===== config.mk =====
export PLATFORM = sky130hd
export DESIGN_NAME = axis_addr_expand_flat
export DESIGN_NICKNAME = d
export VERILOG_FILES = /design/src/rtl/axis_addr_expand_pkg.sv /design/src/rtl/axis_addr_expand_if.sv /design/src/rtl/axis_cmd_fifo.sv /design/src/rtl/axis_addr_expand.sv /design/src/flat_wrapper.sv
export SDC_FILE = /design/constraint.sdc
export NUM_CORES = 1
export LEC_CHECK = 0
export CORE_UTILIZATION = 29
export CTS_CLUSTER_SIZE = 40
export DETAILED_ROUTE_END_ITERATION = 12
export PLACE_DENSITY = 0.53
export SYNTH_ARGS = -nofsm -noshare
export SYNTH_HDL_FRONTEND = slang
export SYNTH_SLANG_ARGS = --single-unit

===== constraint.sdc =====
create_clock -name clk -period 5.69 [get_ports clk]
set_input_delay 0.8535 -clock clk [delete_from_list [all_inputs] [get_ports clk]]
set_output_delay 0.8535 -clock clk [all_outputs]
set_load 0.01 [all_outputs]

===== src/rtl/axis_addr_expand_pkg.sv =====
// Shared types and constants for the AXI address-burst expander.
package axis_addr_expand_pkg;

   localparam int DEF_BEAT_BYTES = 32;

   typedef enum logic {
      ST_IDLE  = 1'b0,
      ST_BURST = 1'b1
   } state_t;

   // Packed FIFO command layout is {id, addr, len}.
   function automatic int cmd_width(input int id_w, input int addr_w, input int len_w);
      return id_w + addr_w + len_w;
   endfunction

endpackage


===== src/rtl/axis_addr_expand_if.sv =====
// Address-burst input channel plus beat-command output channel.
interface axis_addr_expand_if #(
   parameter int AXI_ID_WIDTH   = 8,
   parameter int AXI_ADDR_WIDTH = 32,
   parameter int AXI_LEN_WIDTH  = 8
);
   logic [AXI_ID_WIDTH-1:0]   axi_aid;
   logic [AXI_ADDR_WIDTH-1:0] axi_aaddr;
   logic [AXI_LEN_WIDTH-1:0]  axi_alen;
   logic                      axi_avalid;
   logic                      axi_aready;
   logic [AXI_ID_WIDTH-1:0]   beat_id;
   logic [AXI_ADDR_WIDTH-1:0] beat_addr;
   logic                      beat_last;
   logic                      beat_valid;
   logic                      beat_ready;

   modport master (
      output axi_aid, axi_aaddr, axi_alen, axi_avalid, beat_ready,
      input  axi_aready, beat_id, beat_addr, beat_last, beat_valid
   );

   modport slave (
      input  axi_aid, axi_aaddr, axi_alen, axi_avalid, beat_ready,
      output axi_aready, beat_id, beat_addr, beat_last, beat_valid
   );
endinterface


===== src/rtl/axis_cmd_fifo.sv =====
// Small synchronous FIFO; head entry is readable without a pop cycle.
module axis_cmd_fifo #(
   parameter int WIDTH      = 48,
   parameter int CMD_AWIDTH = 2
) (
   input  logic             clk,
   input  logic             rst,
   input  logic             i_push,
   input  logic [WIDTH-1:0] i_data,
   input  logic             i_pop,
   output logic [WIDTH-1:0] o_data,
   output logic             o_full,
   output logic             o_empty
);
   localparam int DEPTH = 1 << CMD_AWIDTH;

   logic [WIDTH-1:0]    r_mem [DEPTH];
   logic [CMD_AWIDTH:0] r_wptr;
   logic [CMD_AWIDTH:0] r_rptr;
   logic                w_push;
   logic                w_pop;

   assign w_push = i_push & ~o_full;
   assign w_pop  = i_pop & ~o_empty;

   // Extra pointer MSB distinguishes full from empty when indices match.
   assign o_empty = (r_wptr == r_rptr);
   assign o_full  = (r_wptr[CMD_AWIDTH] != r_rptr[CMD_AWIDTH]) &&
                    (r_wptr[CMD_AWIDTH-1:0] == r_rptr[CMD_AWIDTH-1:0]);
   assign o_data  = r_mem[r_rptr[CMD_AWIDTH-1:0]];

   always_ff @(posedge clk or negedge rst) begin
      if (!rst) begin
         r_wptr <= '0;
         r_rptr <= '0;
      end else begin
         if (w_push) r_wptr <= r_wptr + 1'b1;
         if (w_pop)  r_rptr <= r_rptr + 1'b1;
      end
   end

   always_ff @(posedge clk) begin
      if (w_push) r_mem[r_wptr[CMD_AWIDTH-1:0]] <= i_data;
   end
endmodule


===== src/rtl/axis_addr_expand.sv =====
// Queues AXI address bursts and expands each into per-beat address/id/last commands.
module axis_addr_expand
   import axis_addr_expand_pkg::*;
#(
   parameter int AXI_ID_WIDTH   = 8,
   parameter int AXI_LEN_WIDTH  = 8,
   parameter int AXI_ADDR_WIDTH = 32,
   parameter int BEAT_BYTES     = DEF_BEAT_BYTES,
   parameter int CMD_AWIDTH     = 2
) (
   input  logic               clk,
   input  logic               rst,
   axis_addr_expand_if.slave  s_if,
   output logic               busy
);
   localparam int CMD_W = cmd_width(AXI_ID_WIDTH, AXI_ADDR_WIDTH, AXI_LEN_WIDTH);

   state_t                    r_state;
   state_t                    w_state_nxt;
   logic [AXI_ADDR_WIDTH-1:0] r_addr;
   logic [AXI_ID_WIDTH-1:0]   r_id;
   logic [AXI_LEN_WIDTH-1:0]  r_len;
   logic [AXI_LEN_WIDTH-1:0]  r_cnt;

   logic                      w_full;
   logic                      w_empty;
   logic                      w_push;
   logic                      w_load;
   logic                      w_adv;
   logic                      w_last;
   logic                      w_hs;
   logic [CMD_W-1:0]          w_head;
   logic [AXI_ID_WIDTH-1:0]   w_hid;
   logic [AXI_ADDR_WIDTH-1:0] w_haddr;
   logic [AXI_LEN_WIDTH-1:0]  w_hlen;

   // aready is combinationally gated by reset so it drops the instant rst asserts.
   assign s_if.axi_aready = rst & ~w_full;
   assign w_push          = s_if.axi_avalid & s_if.axi_aready;

   axis_cmd_fifo #(
      .WIDTH      (CMD_W),
      .CMD_AWIDTH (CMD_AWIDTH)
   ) u_fifo (
      .clk     (clk),
      .rst     (rst),
      .i_push  (w_push),
      .i_data  ({s_if.axi_aid, s_if.axi_aaddr, s_if.axi_alen}),
      .i_pop   (w_load),
      .o_data  (w_head),
      .o_full  (w_full),
      .o_empty (w_empty)
   );

   assign {w_hid, w_haddr, w_hlen} = w_head;

   assign w_last = (r_state == ST_BURST) && (r_cnt == r_len);
   assign w_hs   = (r_state == ST_BURST) && s_if.beat_ready;

   always_comb begin
      w_state_nxt = r_state;
      w_load      = 1'b0;
      w_adv       = 1'b0;
      case (r_state)
         ST_IDLE: begin
            if (!w_empty) begin
               w_load      = 1'b1;
               w_state_nxt = ST_BURST;
            end
         end
         ST_BURST: begin
            if (w_hs) begin
               // On the last beat chain straight into the next burst if one is queued.
               if (!w_last)       w_adv       = 1'b1;
               else if (!w_empty) w_load      = 1'b1;
               else               w_state_nxt = ST_IDLE;
            end
         end
         default: w_state_nxt = ST_IDLE;
      endcase
   end

   always_ff @(posedge clk or negedge rst) begin
      if (!rst) r_state <= ST_IDLE;
      else      r_state <= w_state_nxt;
   end

   always_ff @(posedge clk or negedge rst) begin
      if (!rst) begin
         r_addr <= '0;
         r_id   <= '0;
         r_len  <= '0;
         r_cnt  <= '0;
      end else if (w_load) begin
         r_addr <= w_haddr;
         r_id   <= w_hid;
         r_len  <= w_hlen;
         r_cnt  <= '0;
      end else if (w_adv) begin
         r_addr <= r_addr + AXI_ADDR_WIDTH'(BEAT_BYTES);
         r_cnt  <= r_cnt + 1'b1;
      end
   end

   assign s_if.beat_valid = (r_state == ST_BURST);
   assign s_if.beat_last  = w_last;
   assign s_if.beat_addr  = r_addr;
   assign s_if.beat_id    = r_id;
   assign busy            = ~w_empty | (r_state == ST_BURST);
endmodule


===== src/flat_wrapper.sv =====
// flat-port wrapper written by rule: the top's interface ports become plain ports
module axis_addr_expand_flat import axis_addr_expand_pkg::*;
#(
   parameter int AXI_ID_WIDTH   = 8,
   parameter int AXI_LEN_WIDTH  = 8,
   parameter int AXI_ADDR_WIDTH = 32,
   parameter int BEAT_BYTES     = DEF_BEAT_BYTES,
   parameter int CMD_AWIDTH     = 2
)
  (clk, rst, busy, s_if_axi_aid, s_if_axi_aaddr, s_if_axi_alen, s_if_axi_avalid, s_if_beat_ready, s_if_axi_aready, s_if_beat_id, s_if_beat_addr, s_if_beat_last, s_if_beat_valid);
  axis_addr_expand_if #(.AXI_ID_WIDTH(AXI_ID_WIDTH), .AXI_ADDR_WIDTH(AXI_ADDR_WIDTH), .AXI_LEN_WIDTH(AXI_LEN_WIDTH)) s_if_i ();
  input  logic clk;
  input  logic rst;
  output logic busy;
  input wire logic [$bits(s_if_i.axi_aid)-1:0] s_if_axi_aid;
  input wire logic [$bits(s_if_i.axi_aaddr)-1:0] s_if_axi_aaddr;
  input wire logic [$bits(s_if_i.axi_alen)-1:0] s_if_axi_alen;
  input wire logic [$bits(s_if_i.axi_avalid)-1:0] s_if_axi_avalid;
  input wire logic [$bits(s_if_i.beat_ready)-1:0] s_if_beat_ready;
  output wire logic [$bits(s_if_i.axi_aready)-1:0] s_if_axi_aready;
  output wire logic [$bits(s_if_i.beat_id)-1:0] s_if_beat_id;
  output wire logic [$bits(s_if_i.beat_addr)-1:0] s_if_beat_addr;
  output wire logic [$bits(s_if_i.beat_last)-1:0] s_if_beat_last;
  output wire logic [$bits(s_if_i.beat_valid)-1:0] s_if_beat_valid;
  assign s_if_i.axi_aid = s_if_axi_aid;
  assign s_if_i.axi_aaddr = s_if_axi_aaddr;
  assign s_if_i.axi_alen = s_if_axi_alen;
  assign s_if_i.axi_avalid = s_if_axi_avalid;
  assign s_if_i.beat_ready = s_if_beat_ready;
  assign s_if_axi_aready = s_if_i.axi_aready;
  assign s_if_beat_id = s_if_i.beat_id;
  assign s_if_beat_addr = s_if_i.beat_addr;
  assign s_if_beat_last = s_if_i.beat_last;
  assign s_if_beat_valid = s_if_i.beat_valid;
  axis_addr_expand #(.AXI_ID_WIDTH(AXI_ID_WIDTH), .AXI_LEN_WIDTH(AXI_LEN_WIDTH), .AXI_ADDR_WIDTH(AXI_ADDR_WIDTH), .BEAT_BYTES(BEAT_BYTES), .CMD_AWIDTH(CMD_AWIDTH)) u_core (.clk(clk), .rst(rst), .s_if(s_if_i), .busy(busy));
endmodule

Word-level counts from Yosys, hierarchy flattened
Memory sizes are Yosys's and may differ from the RTL's.
Cells that the tools add are included.

word-level totals
  flip-flop bits (word level) = 63
  memory bits (writable) = 192
  input port bits = 52
  output and inout port bits = 44
  logic and storage cells = 44
  memories = 1

operators by class
  add/sub/neg operators = 4
  eq/ne operators = 4
  mux-type cells = 16
  bitwise logic cells = 8
  reductions and logical operators = 4

memory list
  memory               words  width  rd ports  clocked after memory_dff  write ports  line                 RTL
  u_core.u_fifo.r_mem  4      48     1         0                         1            axis_cmd_fifo.sv:17  logic [WIDTH-1:0] r_mem [DEPTH];

operators by type and width
  cell                   count
  $mux 32                2
  $add 32x6->32 const B  1
  $mux 8                 2
  $mux 1                 10
  $add 8x1->8 const B    1
  $eq 8x8->1             1
  $add 3x1->3 const B    2
  $and 1x1->1            4
  $pmux 1 s2             2
  $eq 3x3->1             1
  $logic_and 1x1->1      3
  $not 1->1              3
  $eq 2x2->1             1
  $reduce_bool 2->1      1
  $ne 1x1->1             1
  $or 1x1->1             1

Longest topological paths before layout
Gate-level depths: netlist (run 1).

  word-level depth = 8
  mapped depth = 8
  gate-level depth less buffers = 6

Cells and area by module
From an unflattened synthesis (run 1), not the netlist that was laid out.

unflattened totals
  cells, all modules = 644
  area total of the unflattened synthesis = 10490.1 um^2

by module, submodules not included
  module            times used  cells an instance  area each (um^2)  seq. area each (um^2)
  axis_cmd_fifo     1           300                7408.4            5915.7
  axis_addr_expand  1           344                3081.7            1426.4

Worst setup path before layout (run 1)
OpenSTA, ideal clock, no wires.

  path kind = input-to-reg
  from = in rst
  to = mem u_core.u_fifo.r_mem[3][0], enable pin
  setup time = 0.412 ns
  arrival time = 2.684 ns
  data required time = 5.278 ns
  slack = 2.593 ns
  stages on the path = 2
  path buffers = 0
  path through = a21boi_0 -> and3_1

on the way
  word-level cells in the longest chain between the ends = 5

RTL lines
  element                       line                    RTL
  start: declaration            flat_wrapper.sv:13      input logic rst;
  $and 1x1->1                   axis_addr_expand.sv:38  assign s_if.axi_aready = rst & ~w_full;
  $and 1x1->1                   axis_addr_expand.sv:39  assign w_push = s_if.axi_avalid & s_if.axi_aready;
  $and 1x1->1                   axis_cmd_fifo.sv:23     assign w_push = i_push & ~o_full;
  $mux 1                        axis_cmd_fifo.sv:43     if (w_push) r_mem[r_wptr[CMD_AWIDTH-1:0]] <= i_data;
  $mux 1 (not written as such)  axis_cmd_fifo.sv:43
  end: declaration              axis_cmd_fifo.sv:17

No other way between the ends.

Worst setup path in the final report (run 1)
  from = reg u_core.r_cnt[3]
  to = out s_if_beat_last

on the way
  word-level cells in the longest chain between the ends = 2

RTL lines
  element                   line                     RTL
  start: declaration        axis_addr_expand.sv:23   logic [AXI_LEN_WIDTH-1:0] r_cnt;
  start signal: assignment  axis_addr_expand.sv:101  r_cnt <= r_cnt + 1'b1;
  $eq 8x8->1                axis_addr_expand.sv:57   assign w_last = (r_state == ST_BURST) && (r_cnt == r_len);
  $logic_and 1x1->1         axis_addr_expand.sv:57
  end: declaration          flat_wrapper.sv:23       output wire logic [$bits(s_if_i.beat_last)-1:0] s_if_beat_last;

No other way between the ends.

==> results of run 1 <==
-- critical path: cells and delay by family (launching register included) --
kind	cells	cell delay, ps
xor+xnor	1	200
buf+inv	2	950
flops	1	460
simple gates	3	700
-- kinds of logic (layout without fill, tap and decap cells) --
logic type / Yosys count / after routing / synth area share
compound gates: 83 / 83 / 0.0706
xor+xnor: 34 / 34 / 0.0278
fa+ha+maj: 7 / 7 / 0.00819
buf+inv: 45 / 165 / 0.0223
flops: 255 / 255 / 0.687
mux: 76 / 76 / 0.130
simple gates: 102 / 102 / 0.0541
-- sequential cells by signal, indices dropped and copies added (netlist names) --
name / cells
u_core.s_if.beat_valid: 1
u_core.s_if.beat_addr: 32
u_core.s_if.beat_id: 8
u_core.r_len: 8
u_core.r_cnt: 8
u_core.u_fifo.r_mem: 192
u_core.u_fifo.r_wptr: 3
u_core.u_fifo.r_rptr: 3
-- area by class of cell --
cell class | count | share of cell area
Timing Repair Buffer | 106 | 0.0795
Sequential cell | 255 | 0.566
Clock buffer | 41 | 0.0600
Clock inverter | 9 | 0.00608
Inverter | 9 | 0.00260
Tap cell | 461 | 0.0445
Multi-Input combinational cell | 302 | 0.241
-- Yosys cell counts, types with 3 or more instances --
master,instances,area [µm²]
a2111oi_4,6,165
a211oi_1,4,30.0
a21oi_1,15,75.1
a21oi_2,3,26.3
a31o_2,3,26.3
and3_1,8,50.1
and4_1,5,43.8
buf_2,16,80.1
buf_4,5,37.5
clkbuf_1,12,45.0
dfrtp_1,63,1580
edfxtp_1,192,5770
ha_1,7,87.6
inv_1,9,33.8
mux2_2,25,282
mux4_2,48,1080
nand2_1,16,60.1
nand3_1,17,85.1
nand4_1,10,62.6
nor2_1,18,67.6
nor3_1,9,45.0
o211ai_1,4,30.0
o21ai_0,9,45.0
o21ai_1,5,25.0
o221a_2,3,33.8
o31ai_1,4,30.0
xnor2_1,26,228
xor2_1,8,70.1
-- path summary, 6_finish.rpt --
| check | startpoint | endpoint |
|---|---|---|
| worst max-delay path | u_core.r_cnt[3] | s_if_beat_last |
| worst min-delay path | u_core.u_fifo.r_rptr[2] | u_core.u_fifo.r_rptr[2] |
| worst max register to register | u_core.u_fifo.r_rptr[0] | u_core.u_fifo.r_mem[3][47] |
| worst min register to register | u_core.u_fifo.r_rptr[2] | u_core.u_fifo.r_rptr[2] |
| max in group asynchronous | rst | u_core.u_fifo.r_rptr[0] |
| min in group asynchronous | rst | u_core.u_fifo.r_wptr[0] |
-- placed cells by master, fill, tap and decap left out, types with 4 or more instances in the layout --
cell / netlist / layout
clkdlybuf4s50_1: 0 / 94
nand4_1: 10 / 10
o31ai_1: 4 / 4
mux2_2: 25 / 25
dfrtp_1: 63 / 61
a2111oi_4: 6 / 6
nand3_1: 17 / 17
a21oi_1: 15 / 15
clkbuf_1: 12 / 9
nor2_1: 18 / 18
clkbuf_8: 0 / 5
mux4_2: 48 / 48
o21ai_0: 9 / 9
edfxtp_1: 192 / 192
and4_1: 5 / 5
clkbuf_16: 0 / 27
xnor2_1: 26 / 26
ha_1: 7 / 7
inv_1: 9 / 9
o211ai_1: 4 / 4
o21ai_1: 5 / 5
a211oi_1: 4 / 4
and3_1: 8 / 4
nand2_1: 16 / 16
xor2_1: 8 / 8
buf_4: 5 / 12
nor3_1: 9 / 9
-- stage by stage --
step / area (µm²) / hold slack (ps) / power [mW] / std cells
2_1_floorplan: 10700 / 461 / 3.83 / 602
3_3_place_gp: 12100 / 479 / 4.56 / 1133
3_5_place_dp: 12100 / 482 / 4.57 / 1133
4_1_cts: 13000 / 490 / 6.28 / 1183
5_1_grt: 13000 / 504 / 6.50 / 1183
6_report: 13000 / 489 / 6.17 / 1183
-- power by group through the flow --
stage,Combinational [mW],Sequential (mW),Clock (mW)
floorplan,1.17,2.66,0
global placement,1.81,2.75,0
detailed placement,1.82,2.75,0
CTS,1.82,2.71,1.74
global route,1.94,2.75,1.81
finish,1.78,2.70,1.69
-- metal layers --
layer	routed length [µm]	part of all wire
met4	377	0.015
met3	1080	0.044
met5	13	0.00053
met2	11600	0.48
met1	11300	0.46
==> impl_results.html, run 1 <==
<table>
<tr><th>Metric</th><th>Value</th></tr>
<tr><th colspan="2">Die</th></tr>
<tr><td>Cell Rows</td><td>roughly 70</td></tr>
<tr><td>Die X</td><td>roughly 190 µm</td></tr>
<tr><td>Standard cell core area</td><td>approximately 36000 µm²</td></tr>
<tr><td>Die Outline Area</td><td>approximately 38000 µm²</td></tr>
<tr><td>Die height</td><td>between 150 and 200 µm</td></tr>
<tr><td>Number of placed I/O pins</td><td>96</td></tr>
<tr><td>Starting utilization of the core area</td><td>0.298</td></tr>
<tr><th colspan="2">Clock tree</th></tr>
<tr><td>Max Root-Sink Buffers</td><td>3</td></tr>
<tr><td>Clock transition at the registers of the reported paths</td><td>roughly 60 ps</td></tr>
<tr><td>Gates resized, CTS repair</td><td>0</td></tr>
<tr><td>Clock buffers created by TritonCTS</td><td>27</td></tr>
<tr><td>Buffer cell driving the clock tree root</td><td>clkbuf_16</td></tr>
<tr><td>CTS Sinks</td><td>255</td></tr>
<tr><td>Setup Buffers After CTS</td><td>0</td></tr>
<tr><td>Clock latency of the later-clocked register in the worst-skew pair</td><td>530 ps</td></tr>
<tr><td>Clock tree from TritonCTS</td><td>yes</td></tr>
<tr><td># hold bufs at CTS</td><td>0</td></tr>
<tr><td>Number of levels the H-tree was split into</td><td>1</td></tr>
<tr><th colspan="2">Layout</th></tr>
<tr><td>Area growth from synthesis to layout</td><td>21.3%</td></tr>
<tr><td>Layout Utilization</td><td>0.361</td></tr>
<tr><td>Filler instances</td><td>3397</td></tr>
<tr><td>Post-layout nets</td><td>between 700 and 800</td></tr>
<tr><td>Sequential standard cell area</td><td>between 7000 and 8000 µm²</td></tr>
<tr><td>Multi-input combinational cell area</td><td>about 3100 µm²</td></tr>
<tr><td>ANT cells</td><td>0</td></tr>
<tr><td>Share of cells above drive strength 1</td><td>0.224</td></tr>
<tr><th colspan="2">Global routing</th></tr>
<tr><td>Antenna violations before repair</td><td>1</td></tr>
<tr><td>Met2 track utilization from global routing</td><td>0.214</td></tr>
<tr><td>Met1 GRT Util</td><td>0.181</td></tr>
<tr><td>Met3 global-route usage</td><td>0.0221</td></tr>
<tr><td>Global-route wire length before repair</td><td>37.6 mm</td></tr>
<tr><td>Layer with the highest usage</td><td>met2</td></tr>
<tr><td>Largest net degree at the start of global routing</td><td>64</td></tr>
<tr><td>Total routing resource utilization after global routing</td><td>0.131</td></tr>
<tr><td>Grt total ovfl</td><td>0</td></tr>
<tr><td>Number of global-route vias before repair</td><td>between 6k and 7k</td></tr>
<tr><th colspan="2">STA</th></tr>
<tr><td>Transition time at the pin with the least slew margin</td><td>approximately 980 ps</td></tr>
<tr><td>Setup repair after global routing missed its margin</td><td>no</td></tr>
<tr><td>Worst max-slew margin expressed relative to the limit</td><td>0.345</td></tr>
<tr><td>Period utilization</td><td>0.650</td></tr>
<tr><td>Smallest setup slack after layout</td><td>approximately 2000 ps</td></tr>
<tr><td>Total negative setup slack</td><td>0 ps</td></tr>
<tr><td>Number of hold-slack violations in the final timing report</td><td>0</td></tr>
<tr><td>Final number of max-transition violations</td><td>0</td></tr>
<tr><td># setup viols final</td><td>0</td></tr>
<tr><td>Minimum period implied by the final worst setup slack</td><td>around 3700 ps</td></tr>
<tr><td>Worst clock skew on the final layout</td><td>just over 9 ps</td></tr>
<tr><td>Highest attainable clock frequency</td><td>between 0.2 and 0.3 GHz</td></tr>
<tr><th colspan="2">Route</th></tr>
<tr><td>Vias per cell</td><td>4.89</td></tr>
<tr><td>DRC viols</td><td>0</td></tr>
<tr><td>Antenna-violating nets left</td><td>0</td></tr>
<tr><td>Total number of vias</td><td>5781</td></tr>
<tr><td>Mean routed wirelength per cell</td><td>20.6 µm</td></tr>
<tr><td>First-pass iteration count of the detailed router</td><td>5</td></tr>
<tr><td>Violation count after the first detailed-route iteration</td><td>382</td></tr>
<tr><td>Detailed-route wire length</td><td>roughly 24 mm</td></tr>
<tr><th colspan="2">Power</th></tr>
<tr><td>Standby leakage power</td><td>~4.3 nW</td></tr>
<tr><td>Int Pwr</td><td>4.25 mW</td></tr>
<tr><td>Fraction of power consumed by sequential logic</td><td>0.438</td></tr>
<tr><td>Relative contribution of combinational cells to total power</td><td>0.289</td></tr>
<tr><td>Net Sw Power</td><td>approximately 1.9 mW</td></tr>
<tr><td>Pwr dens</td><td>around 480 nW/µm²</td></tr>
<tr><td>Switching Share</td><td>0.312</td></tr>
<tr><td>Peak supply drop</td><td>between 0.2 and 0.25 mV</td></tr>
<tr><td>Clk pwr share</td><td>0.273</td></tr>
<tr><th colspan="2">Synth</th></tr>
<tr><td>Share of async-settable or async-resettable flops after synthesis</td><td>0.247</td></tr>
<tr><td>Net count after synthesis</td><td>~660</td></tr>
<tr><td>Per-instance average area after synthesis</td><td>~18 µm²</td></tr>
<tr><td>Number of synthesized flops with an enable pin</td><td>192</td></tr>
<tr><td>Area of the mapped netlist</td><td>10700 µm²</td></tr>
<tr><td>Post-synth top flop</td><td>edfxtp_1</td></tr>
<tr><td>Number of register bits inferred by synthesis</td><td>255</td></tr>
<tr><td>Count of mapped cells out of synthesis</td><td>~600</td></tr>
<tr><td>Yosys warning total</td><td>0</td></tr>
<tr><td>Portion of the post-synthesis area used by sequential elements</td><td>0.687</td></tr>
<tr><td>Netlist cell types</td><td>67</td></tr>
<tr><th colspan="2">Status</th></tr>
<tr><td>Result of the run</td><td>completed</td></tr>
<tr><th colspan="2">Worst setup path</th></tr>
<tr><td>Cell Chain, Critical Path</td><td>xnor2_1 &gt; and4_1 &gt; buf_4 &gt; nand2_1 &gt; nor2_1 &gt; clkdlybuf4s50_1</td></tr>
<tr><td>Worst Setup Start Kind</td><td>flop</td></tr>
<tr><td>Worst Path Required</td><td>4840 ps</td></tr>
<tr><td>Crit Path Category</td><td>reg2out</td></tr>
<tr><td>Sort of element at the end of the critical path</td><td>output port</td></tr>
<tr><td>Max stage delay cell, worst path</td><td>clkdlybuf4s50_1</td></tr>
<tr><td>Worst reg2reg path depth</td><td>5</td></tr>
<tr><td>Delay contributed by the slowest stage of the critical path</td><td>about 570 ps</td></tr>
<tr><td>Worst reg2reg setup slack</td><td>around 2600 ps</td></tr>
<tr><td>Signal arrival time at the worst endpoint</td><td>2840 ps</td></tr>
<tr><td>Worst-path fanout max</td><td>26</td></tr>
<tr><th colspan="2">Job</th></tr>
<tr><td>Count of maximum capacitance violations</td><td>0</td></tr>
<tr><th colspan="2">Placement</th></tr>
<tr><td>HPWL after detailed placement</td><td>about 15 mm</td></tr>
<tr><td>Routability congestion estimate from global placement</td><td>0.783</td></tr>
<tr><td>Number of I/O port buffers</td><td>between 90 and 100</td></tr>
<tr><td>Worst slack after detailed placement</td><td>around 2300 ps</td></tr>
<tr><th colspan="2">Min path</th></tr>
<tr><td>Number of cells on the worst hold path</td><td>1</td></tr>
<tr><td>Type of the tightest min-delay check</td><td>reg2reg</td></tr>
</table>
Note: power is estimated with default switching activity, not from simulation.
==> inputs of run 2 (changes only) <==
- PLACE_DENSITY: 0.53 -> 0.54
- clock period: 5.69 -> 3 ns (I/O delays scaled with it)
==> impl_results.html, run 2 (synthesized netlist as in run 1, its figures left out) <==
<table>
<tr><th>Metric</th><th>Value</th></tr>
<tr><th colspan="2">Power</th></tr>
<tr><td>Net Sw Power</td><td>3.74 mW (was 1.92 mW)</td></tr>
<tr><td>Design Power</td><td>12.1 mW (was 6.17 mW)</td></tr>
<tr><td>Relative contribution of combinational cells to total power</td><td>0.298 (was 0.289)</td></tr>
<tr><td>Fraction of power consumed by sequential logic</td><td>0.417 (was 0.438)</td></tr>
<tr><td>Pwr dens</td><td>915 nW/µm² (was 476 nW/µm²)</td></tr>
<tr><td>Int Pwr</td><td>8.34 mW (was 4.25 mW)</td></tr>
<tr><td>Clk pwr share</td><td>0.285 (was 0.273)</td></tr>
<tr><td>Standby leakage power</td><td>4.41 nW (was 4.27 nW)</td></tr>
<tr><td>Peak supply drop</td><td>0.439 mV (was 0.206 mV)</td></tr>
<tr><td>Switching Share</td><td>0.310 (was 0.312)</td></tr>
<tr><th colspan="2">Clock tree</th></tr>
<tr><td>Clock transition at the registers of the reported paths</td><td>60 ps (about the same)</td></tr>
<tr><td>Clock tree from TritonCTS</td><td>yes (unchanged)</td></tr>
<tr><td>Gates resized, CTS repair</td><td>1 (was 0)</td></tr>
<tr><td>Setup Buffers After CTS</td><td>0 (unchanged)</td></tr>
<tr><td>Max Root-Sink Buffers</td><td>3 (unchanged)</td></tr>
<tr><td># hold bufs at CTS</td><td>0 (unchanged)</td></tr>
<tr><td>Buffer cell driving the clock tree root</td><td>clkbuf_16 (unchanged)</td></tr>
<tr><td>CTS Sinks</td><td>255 (unchanged)</td></tr>
<tr><td>Number of levels the H-tree was split into</td><td>1 (unchanged)</td></tr>
<tr><td>Clock latency of the later-clocked register in the worst-skew pair</td><td>540 ps (was 530 ps)</td></tr>
<tr><td>Clock buffers created by TritonCTS</td><td>28 (was 27)</td></tr>
<tr><th colspan="2">Global routing</th></tr>
<tr><td>Largest net degree at the start of global routing</td><td>64 (unchanged)</td></tr>
<tr><td>Antenna violations before repair</td><td>0 (was 1)</td></tr>
<tr><td>Total routing resource utilization after global routing</td><td>0.134 (was 0.131)</td></tr>
<tr><td>Grt total ovfl</td><td>0 (unchanged)</td></tr>
<tr><td>Global-route wire length before repair</td><td>38.4 mm (was 37.6 mm)</td></tr>
<tr><td>Number of global-route vias before repair</td><td>6206 (was 6089)</td></tr>
<tr><th colspan="2">Die</th></tr>
<tr><td>Cell Rows</td><td>69 (unchanged)</td></tr>
<tr><td>Starting utilization of the core area</td><td>0.298 (unchanged)</td></tr>
<tr><td>Die height</td><td>194 µm (unchanged)</td></tr>
<tr><td>Number of placed I/O pins</td><td>96 (unchanged)</td></tr>
<tr><td>Die Outline Area</td><td>37600 µm² (unchanged)</td></tr>
<tr><td>Die X</td><td>194 µm (unchanged)</td></tr>
<tr><td>Standard cell core area</td><td>35900 µm² (unchanged)</td></tr>
<tr><th colspan="2">Layout</th></tr>
<tr><td>ANT cells</td><td>0 (unchanged)</td></tr>
<tr><td>Area growth from synthesis to layout</td><td>23.5% (was 21.3%)</td></tr>
<tr><td>Commonest cells after routing, fill and taps aside</td><td>edfxtp_1 (192), clkdlybuf4s50_1 (94), dfrtp_1 (61) (unchanged)</td></tr>
<tr><td>Leading cell type in the layout, fill and taps excluded</td><td>edfxtp_1 (unchanged)</td></tr>
<tr><td>Post-layout nets</td><td>776 (was 760)</td></tr>
<tr><td>Number of flip-flops under the largest register name</td><td>192 (unchanged)</td></tr>
<tr><td>Final std cells w/o fill</td><td>1199 (was 1183)</td></tr>
<tr><td>Filler instances</td><td>3421 (was 3397)</td></tr>
<tr><td>Share of cells above drive strength 1</td><td>0.251 (was 0.224)</td></tr>
<tr><th colspan="2">Worst setup path</th></tr>
<tr><td>Crit Path Category</td><td>reg2out (unchanged)</td></tr>
<tr><td>Signal arrival time at the worst endpoint</td><td>2380 ps (was 2840 ps)</td></tr>
<tr><td>Worst reg2reg path depth</td><td>7 (was 5)</td></tr>
<tr><td>Worst Setup Start Kind</td><td>flop (unchanged)</td></tr>
<tr><td>CP bufs+invs</td><td>1 (was 2)</td></tr>
<tr><td>Sort of element at the end of the critical path</td><td>output port (unchanged)</td></tr>
<tr><td>Worst reg2reg setup slack</td><td>570 ps (was 2560 ps)</td></tr>
<tr><td>Cell Chain, Critical Path</td><td>xnor2_1 &gt; and4_1 &gt; nand2_2 &gt; nor2_2 &gt; clkdlybuf4s50_1 (was xnor2_1 &gt; and4_1 &gt; buf_4 &gt; nand2_1 &gt; nor2_1 &gt; clkdlybuf4s50_1)</td></tr>
<tr><td>Family with the most delay on the worst path</td><td>simple AND/OR/NAND/NOR gates (was buffers and inverters)</td></tr>
<tr><td>Worst-path fanout max</td><td>10 (was 26)</td></tr>
<tr><td>Worst Path Required</td><td>2550 ps (was 4840 ps)</td></tr>
<tr><td>Delay contributed by the slowest stage of the critical path</td><td>560 ps (was 570 ps)</td></tr>
<tr><td>Destination of the worst register-to-register timing path</td><td>u_core.r_len[5] (was u_core.u_fifo.r_mem[3][47])</td></tr>
<tr><td>Max stage delay cell, worst path</td><td>clkdlybuf4s50_1 (unchanged)</td></tr>
<tr><td>Reg2Reg Launch Point</td><td>u_core.r_cnt[4] (was u_core.u_fifo.r_rptr[0])</td></tr>
<tr><th colspan="2">Min path</th></tr>
<tr><td>Type of the tightest min-delay check</td><td>in2async (was reg2reg)</td></tr>
<tr><th colspan="2">STA</th></tr>
<tr><td>Smallest setup slack after layout</td><td>171 ps (was 1990 ps)</td></tr>
<tr><td># setup viols final</td><td>0 (unchanged)</td></tr>
<tr><td>Transition time at the pin with the least slew margin</td><td>905 ps (was 977 ps)</td></tr>
<tr><td>Number of hold-slack violations in the final timing report</td><td>0 (unchanged)</td></tr>
<tr><td>Highest attainable clock frequency</td><td>approximately 0.35 GHz</td></tr>
<tr><td>Setup repair after global routing missed its margin</td><td>no (unchanged)</td></tr>
<tr><td>Period utilization</td><td>0.943</td></tr>
<tr><td>Worst clock skew on the final layout</td><td>13.1 ps (was 9.18 ps)</td></tr>
<tr><td>WHS</td><td>139 ps (was 489 ps)</td></tr>
<tr><td>Total negative setup slack</td><td>0 ps (unchanged)</td></tr>
<tr><td>Minimum period implied by the final worst setup slack</td><td>2830 ps</td></tr>
<tr><td>Final number of max-transition violations</td><td>0 (unchanged)</td></tr>
<tr><td>Worst max-slew margin expressed relative to the limit</td><td>0.397 (was 0.345)</td></tr>
<tr><th colspan="2">Placement</th></tr>
<tr><td>HPWL after detailed placement</td><td>15.1 mm (about the same)</td></tr>
<tr><td>Cell Count Post-Placement</td><td>1148 (was 1133)</td></tr>
<tr><td>Routability congestion estimate from global placement</td><td>0.803 (was 0.783)</td></tr>
<tr><td>Worst slack after detailed placement</td><td>312 ps (was 2300 ps)</td></tr>
<tr><td>Number of I/O port buffers</td><td>95 (unchanged)</td></tr>
<tr><th colspan="2">Route</th></tr>
<tr><td>Antenna-violating nets left</td><td>0 (unchanged)</td></tr>
<tr><td>Detailed-route wire length</td><td>25.1 mm (was 24.3 mm)</td></tr>
<tr><td>DRC viols</td><td>0 (unchanged)</td></tr>
<tr><td>First-pass iteration count of the detailed router</td><td>5 (unchanged)</td></tr>
<tr><td>Violation count after the first detailed-route iteration</td><td>377 (was 382)</td></tr>
<tr><td>Vias per cell</td><td>4.90 (was 4.89)</td></tr>
<tr><td>Total number of vias</td><td>5878 (was 5781)</td></tr>
<tr><td>Mean routed wirelength per cell</td><td>20.9 µm (was 20.6 µm)</td></tr>
<tr><th colspan="2">Status</th></tr>
<tr><td>Result of the run</td><td>completed (unchanged)</td></tr>
<tr><th colspan="2">Job</th></tr>
<tr><td>Count of maximum capacitance violations</td><td>0 (unchanged)</td></tr>
</table>
## run 2: cell types whose count changed in the layout (fill, tap and decap cells not counted), sizes merged
cell    before  now
clkinv       7   10
bufinv       1    3
buf         12   27
clkbuf      41   37
## run 2: per-stage QoR
| stage | cell area, µm² | util |
|---|---|---|
| 6_report | 13200 | 0.368 |
| 5_1_grt | 13200 | 0.368 |
| 4_1_cts | 13200 | 0.367 |
| 3_5_place_dp | 12300 | 0.342 |
| 3_3_place_gp | 12300 | 0.342 |
| 2_1_floorplan | 10700 | - |
## run 2: area by class of cell
class,instances,area [µm²],area share
flip-flops and latches,255,7350,0.556
well taps,461,577,0.0437
repair buffers,121,1190,0.0904
inverters,9,33.8,0.00256
clock buffers,37,776,0.0587
multi-input cells,302,3130,0.237
clock inverters,14,149,0.0113
## run 2: how the worst max path moves through the flow
stage,start,to,slack (ps),depth (start not counted)
floorplan,u_core.u_fifo.r_rptr[0],u_core.u_fifo.r_mem[1][0],10,5
global route,u_core.r_cnt[4],s_if_beat_last,20,5
detailed placement,s_if_beat_ready,u_core.s_if.beat_addr[25],310,6
CTS,u_core.r_cnt[4],s_if_beat_last,90,5
finish,u_core.r_cnt[4],s_if_beat_last,170,5
global placement,s_if_beat_ready,u_core.s_if.beat_addr[25],340,6
## run 2: power groups by stage
stage                     logic (mW)  registers, mW  clock network (mW)
final                           3.60           5.04                3.45
after global routing            3.90           5.13                3.67
after CTS                       3.67           5.05                3.54
after detailed placement        3.65           5.12                   0
after global placement          3.64           5.12                   0
after floorplan                 2.21           5.04                   0
## run 2: metal layers
layer / wire length (µm) / global-route usage / up-vias
met4: 639 / 0.0456 / 0
met5: 0 / 0 / -
li1: - / - / 2645
met2: 11600 / 0.213 / 139
met3: 1230 / 0.0237 / 45
met1: 11600 / 0.186 / 3049
==> inputs of run 3 (changes only) <==
- ABC_AREA: default -> 1
==> impl_results.html, run 3 <==
<table>
<tr><th>Metric</th><th>Value</th></tr>
<tr><th colspan="2">Worst setup path</th></tr>
<tr><td>Cell Chain, Critical Path</td><td>inv_1 &gt; nand2_1 &gt; nand2_1 &gt; nand2_1 &gt; nor2_1 &gt; nand2_2 &gt; nor2_1 &gt; clkdlybuf4s50_1 (was xnor2_1 &gt; and4_1 &gt; nand2_2 &gt; nor2_2 &gt; clkdlybuf4s50_1)</td></tr>
<tr><td>Worst Path Required</td><td>2550 ps (about the same)</td></tr>
<tr><td>Max stage delay cell, worst path</td><td>clkdlybuf4s50_1 (unchanged)</td></tr>
<tr><td>Crit Path Category</td><td>reg2out (unchanged)</td></tr>
<tr><td>Signal arrival time at the worst endpoint</td><td>2240 ps (was 2380 ps)</td></tr>
<tr><td>Worst-path fanout max</td><td>9 (was 10)</td></tr>
<tr><td>CP bufs+invs</td><td>2 (was 1)</td></tr>
<tr><td>Most used cell, CP</td><td>nand2_1</td></tr>
<tr><td>Delay contributed by the slowest stage of the critical path</td><td>540 ps (was 560 ps)</td></tr>
<tr><td>Sort of element at the end of the critical path</td><td>output port (unchanged)</td></tr>
<tr><td>Family with the most delay on the worst path</td><td>simple AND/OR/NAND/NOR gates (unchanged)</td></tr>
<tr><td>Worst Setup Start Kind</td><td>flop (unchanged)</td></tr>
<tr><th colspan="2">Synth</th></tr>
<tr><td>Cell types occupying the most area after synthesis</td><td>edfxtp_1 (53%), dfrtp_1 (14%), nand2_1 (7.4%), nor2_1 (5.0%), o21ai_0 (4.8%) (was edfxtp_1 (54%), dfrtp_1 (15%), mux4_2 (10%), mux2_2 (2.6%), xnor2_1 (2.1%))</td></tr>
<tr><td>Post-synth top flop</td><td>edfxtp_1 (unchanged)</td></tr>
<tr><td>Most used standard cell by instance count after synthesis</td><td>nand2_1 (was edfxtp_1)</td></tr>
<tr><td>Area share of the leading cell type in the synthesized netlist</td><td>0.525 (was 0.539)</td></tr>
<tr><td>Portion of the post-synthesis area used by sequential elements</td><td>0.669 (was 0.687)</td></tr>
<tr><td>Per-instance average area after synthesis</td><td>10.7 µm² (was 17.8 µm²)</td></tr>
<tr><td>Area of the mapped netlist</td><td>11000 µm² (was 10700 µm²)</td></tr>
<tr><td>Net count after synthesis</td><td>1081 (was 661)</td></tr>
<tr><td>Number of synthesized flops with an enable pin</td><td>192 (unchanged)</td></tr>
<tr><td>Share of async-settable or async-resettable flops after synthesis</td><td>0.247 (unchanged)</td></tr>
<tr><td>Number of register bits inferred by synthesis</td><td>255 (unchanged)</td></tr>
<tr><td>Post-synth top area cell</td><td>edfxtp_1 (unchanged)</td></tr>
<tr><td>Yosys warning total</td><td>0 (unchanged)</td></tr>
<tr><td>Netlist cell types</td><td>36 (was 67)</td></tr>
<tr><td>Ranking of synthesized cells by instance count</td><td>nand2_1 (216), edfxtp_1 (192), nor2_1 (145), o21ai_0 (105), dfrtp_1 (63) (was edfxtp_1 (192), dfrtp_1 (63), mux4_2 (48), xnor2_1 (26), mux2_2 (25))</td></tr>
<tr><td>Count of mapped cells out of synthesis</td><td>1022 (was 602)</td></tr>
<tr><th colspan="2">Route</th></tr>
<tr><td>First-pass iteration count of the detailed router</td><td>4 (was 5)</td></tr>
<tr><td>DRC viols</td><td>0 (unchanged)</td></tr>
<tr><td>Antenna-violating nets left</td><td>0 (unchanged)</td></tr>
<tr><td>Mean routed wirelength per cell</td><td>16.6 µm (was 20.9 µm)</td></tr>
<tr><td>Vias per cell</td><td>4.61 (was 4.90)</td></tr>
<tr><td>Detailed-route wire length</td><td>27.3 mm (was 25.1 mm)</td></tr>
<tr><td>Violation count after the first detailed-route iteration</td><td>447 (was 377)</td></tr>
<tr><td>Total number of vias</td><td>7585 (was 5878)</td></tr>
<tr><th colspan="2">Layout</th></tr>
<tr><td>ANT cells</td><td>0 (unchanged)</td></tr>
<tr><td>Leading cell type in the layout, fill and taps excluded</td><td>nand2_1 (was edfxtp_1)</td></tr>
<tr><td>Commonest cells after routing, fill and taps aside</td><td>nand2_1 (216), edfxtp_1 (192), nor2_1 (141) (was edfxtp_1 (192), clkdlybuf4s50_1 (94), dfrtp_1 (61))</td></tr>
<tr><td>Share of cells above drive strength 1</td><td>0.0796 (was 0.251)</td></tr>
<tr><td>Area growth from synthesis to layout</td><td>22.7% (was 23.5%)</td></tr>
<tr><td>Post-layout nets</td><td>1179 (was 776)</td></tr>
<tr><td>Number of flip-flops under the largest register name</td><td>192 (unchanged)</td></tr>
<tr><th colspan="2">Power</th></tr>
<tr><td>Switching Share</td><td>0.307 (was 0.310)</td></tr>
<tr><td>Standby leakage power</td><td>5.10 nW (was 4.41 nW)</td></tr>
<tr><td>Net Sw Power</td><td>3.25 mW (was 3.74 mW)</td></tr>
<tr><td>Fraction of power consumed by sequential logic</td><td>0.436 (was 0.417)</td></tr>
<tr><td>Clk pwr share</td><td>0.334 (was 0.285)</td></tr>
<tr><td>Pwr dens</td><td>787 nW/µm² (was 915 nW/µm²)</td></tr>
<tr><td>Design Power</td><td>10.6 mW (was 12.1 mW)</td></tr>
<tr><td>Peak supply drop</td><td>0.410 mV (was 0.439 mV)</td></tr>
<tr><td>Relative contribution of combinational cells to total power</td><td>0.229 (was 0.298)</td></tr>
<tr><td>Int Pwr</td><td>7.34 mW (was 8.34 mW)</td></tr>
<tr><th colspan="2">Die</th></tr>
<tr><td>Die height</td><td>197 µm (was 194 µm)</td></tr>
<tr><td>Number of placed I/O pins</td><td>96 (unchanged)</td></tr>
<tr><td>Standard cell core area</td><td>37000 µm² (was 35900 µm²)</td></tr>
<tr><td>Die Outline Area</td><td>38600 µm² (was 37600 µm²)</td></tr>
<tr><td>Starting utilization of the core area</td><td>0.297 (was 0.298)</td></tr>
<tr><td>Die X</td><td>197 µm (was 194 µm)</td></tr>
<tr><td>Cell Rows</td><td>70 (was 69)</td></tr>
<tr><th colspan="2">STA</th></tr>
<tr><td>Setup repair after global routing missed its margin</td><td>no (unchanged)</td></tr>
<tr><td># setup viols final</td><td>0 (unchanged)</td></tr>
<tr><td>Minimum period implied by the final worst setup slack</td><td>2690 ps (was 2830 ps)</td></tr>
<tr><td>Number of hold-slack violations in the final timing report</td><td>0 (unchanged)</td></tr>
<tr><td>Transition time at the pin with the least slew margin</td><td>996 ps (was 905 ps)</td></tr>
<tr><td>Final number of max-transition violations</td><td>0 (unchanged)</td></tr>
<tr><td>Period utilization</td><td>0.895 (was 0.943)</td></tr>
<tr><td>Highest attainable clock frequency</td><td>0.372 GHz (was 0.353 GHz)</td></tr>
<tr><td>Worst max-slew margin expressed relative to the limit</td><td>0.336 (was 0.397)</td></tr>
<tr><td>Worst clock skew on the final layout</td><td>15.1 ps (was 13.1 ps)</td></tr>
<tr><td>Smallest setup slack after layout</td><td>314 ps (was 171 ps)</td></tr>
<tr><th colspan="2">Clock tree</th></tr>
<tr><td>Number of levels the H-tree was split into</td><td>1 (unchanged)</td></tr>
<tr><td>Setup Buffers After CTS</td><td>0 (unchanged)</td></tr>
<tr><td>Clock transition at the registers of the reported paths</td><td>60 ps (about the same)</td></tr>
<tr><td>Clock tree from TritonCTS</td><td>yes (unchanged)</td></tr>
<tr><td>Clock buffers created by TritonCTS</td><td>29 (was 28)</td></tr>
<tr><td>Buffer cell driving the clock tree root</td><td>clkbuf_16 (unchanged)</td></tr>
<tr><td>Clock latency of the later-clocked register in the worst-skew pair</td><td>550 ps (was 540 ps)</td></tr>
<tr><td>Max Root-Sink Buffers</td><td>3 (unchanged)</td></tr>
<tr><td>Gates resized, CTS repair</td><td>0 (was 1)</td></tr>
<tr><td>CTS Sinks</td><td>255 (unchanged)</td></tr>
<tr><th colspan="2">Placement</th></tr>
<tr><td>Number of I/O port buffers</td><td>95 (unchanged)</td></tr>
<tr><td>Routability congestion estimate from global placement</td><td>0.845 (was 0.803)</td></tr>
<tr><td>HPWL after detailed placement</td><td>17.1 mm (was 15.1 mm)</td></tr>
<tr><td>Worst slack after detailed placement</td><td>688 ps (was 312 ps)</td></tr>
<tr><th colspan="2">Global routing</th></tr>
<tr><td>Global-route wire length before repair</td><td>42.5 mm (was 38.4 mm)</td></tr>
<tr><td>Met1 GRT Util</td><td>0.201 (was 0.186)</td></tr>
<tr><td>Antenna violations before repair</td><td>0 (unchanged)</td></tr>
<tr><td>Largest net degree at the start of global routing</td><td>98 (was 64)</td></tr>
<tr><td>Layer with the highest usage</td><td>met2 (unchanged)</td></tr>
<tr><td>Met2 track utilization from global routing</td><td>0.226 (was 0.213)</td></tr>
<tr><td>Met3 global-route usage</td><td>0.0210 (was 0.0237)</td></tr>
<tr><td>Total routing resource utilization after global routing</td><td>0.142 (was 0.134)</td></tr>
<tr><td>Number of global-route vias before repair</td><td>7369 (was 6206)</td></tr>
<tr><td>Grt total ovfl</td><td>0 (unchanged)</td></tr>
<tr><th colspan="2">Status</th></tr>
<tr><td>Result of the run</td><td>completed (unchanged)</td></tr>
<tr><th colspan="2">Min path</th></tr>
<tr><td>Type of the tightest min-delay check</td><td>in2async (unchanged)</td></tr>
<tr><th colspan="2">Job</th></tr>
<tr><td>Count of maximum capacitance violations</td><td>0 (unchanged)</td></tr>
</table>
## run 3: kinds of logic after synthesis
group | synth area share
flip-flops | 0.669
buffers and inverters | 0.0455
adder cells (fa/ha/maj) | 0.00798
XOR/XNOR | 0.0168
AO/OA/AOI/OAI | 0.0837
AND/OR/NAND/NOR | 0.177
## run 3: worst paths after layout
| check | start | endpoint | slack, ps | cells past startpoint |
|---|---|---|---|---|
| worst max-delay path | u_core.r_cnt[1] | s_if_beat_last | 310 | 8 |
| worst min-delay path | rst | u_core.s_if.beat_addr[31] | 300 | 2 |
| worst min register to register | u_core.s_if.beat_id[1] | u_core.s_if.beat_id[1] | 480 | 2 |
| min in group clk | u_core.s_if.beat_id[1] | u_core.s_if.beat_id[1] | 480 | 2 |
| worst max register to register | u_core.u_fifo.r_rptr[0] | u_core.s_if.beat_addr[19] | 740 | 7 |
| max in group asynchronous | rst | u_core.u_fifo.r_rptr[0] | 1610 | 3 |
## run 3: power groups by stage
stage                     combinational [mW]  clock, mW  sequential [mW]
final                                   2.43       3.54             4.63
after CTS                               2.47       3.62             4.62
after floorplan                         1.49          0             4.68
after global placement                  2.43          0             4.69
after detailed placement                2.46          0             4.69
after global routing                    2.74       3.77             4.68
## run 3: routing by layer
layer,share of wire,up-vias
met1,0.47,3639
met4,0.020,0
met5,0,-
li1,-,3719
met2,0.45,188
met3,0.054,39
## run 3: stage by stage
| step | TNS, ps | cell area, µm² | hold slack (ps) | std cells | util |
|---|---|---|---|---|---|
| 2_1_floorplan | -73190 | 11000 | 154 | 1022 | - |
| 3_3_place_gp | 0 | 12500 | 316 | 1592 | 0.338 |
| 3_5_place_dp | 0 | 12500 | 315 | 1592 | 0.338 |
| 4_1_cts | 0 | 13500 | 285 | 1647 | 0.364 |
| 5_1_grt | 0 | 13500 | 301 | 1647 | 0.364 |
| 6_report | 0 | 13500 | 300 | 1647 | 0.364 |
## run 3: cell type report
| type | count | area (µm²) |
|---|---|---|
| timing repair buffer | 117 | 1140 |
| sequential | 255 | 7340 |
| fill | 3694 | 23500 |
| multi-input combinational | 658 | 3170 |
| clock inverter | 16 | 170 |
| tap | 504 | 631 |
| clock buffer | 38 | 790 |
| inverter | 59 | 224 |
## run 3: timing repair
item                                   in CTS  in global routing
endpoints found under the hold margin      10                  0
setup endpoints to repair                   0                  0
hold buffers                                1                  0
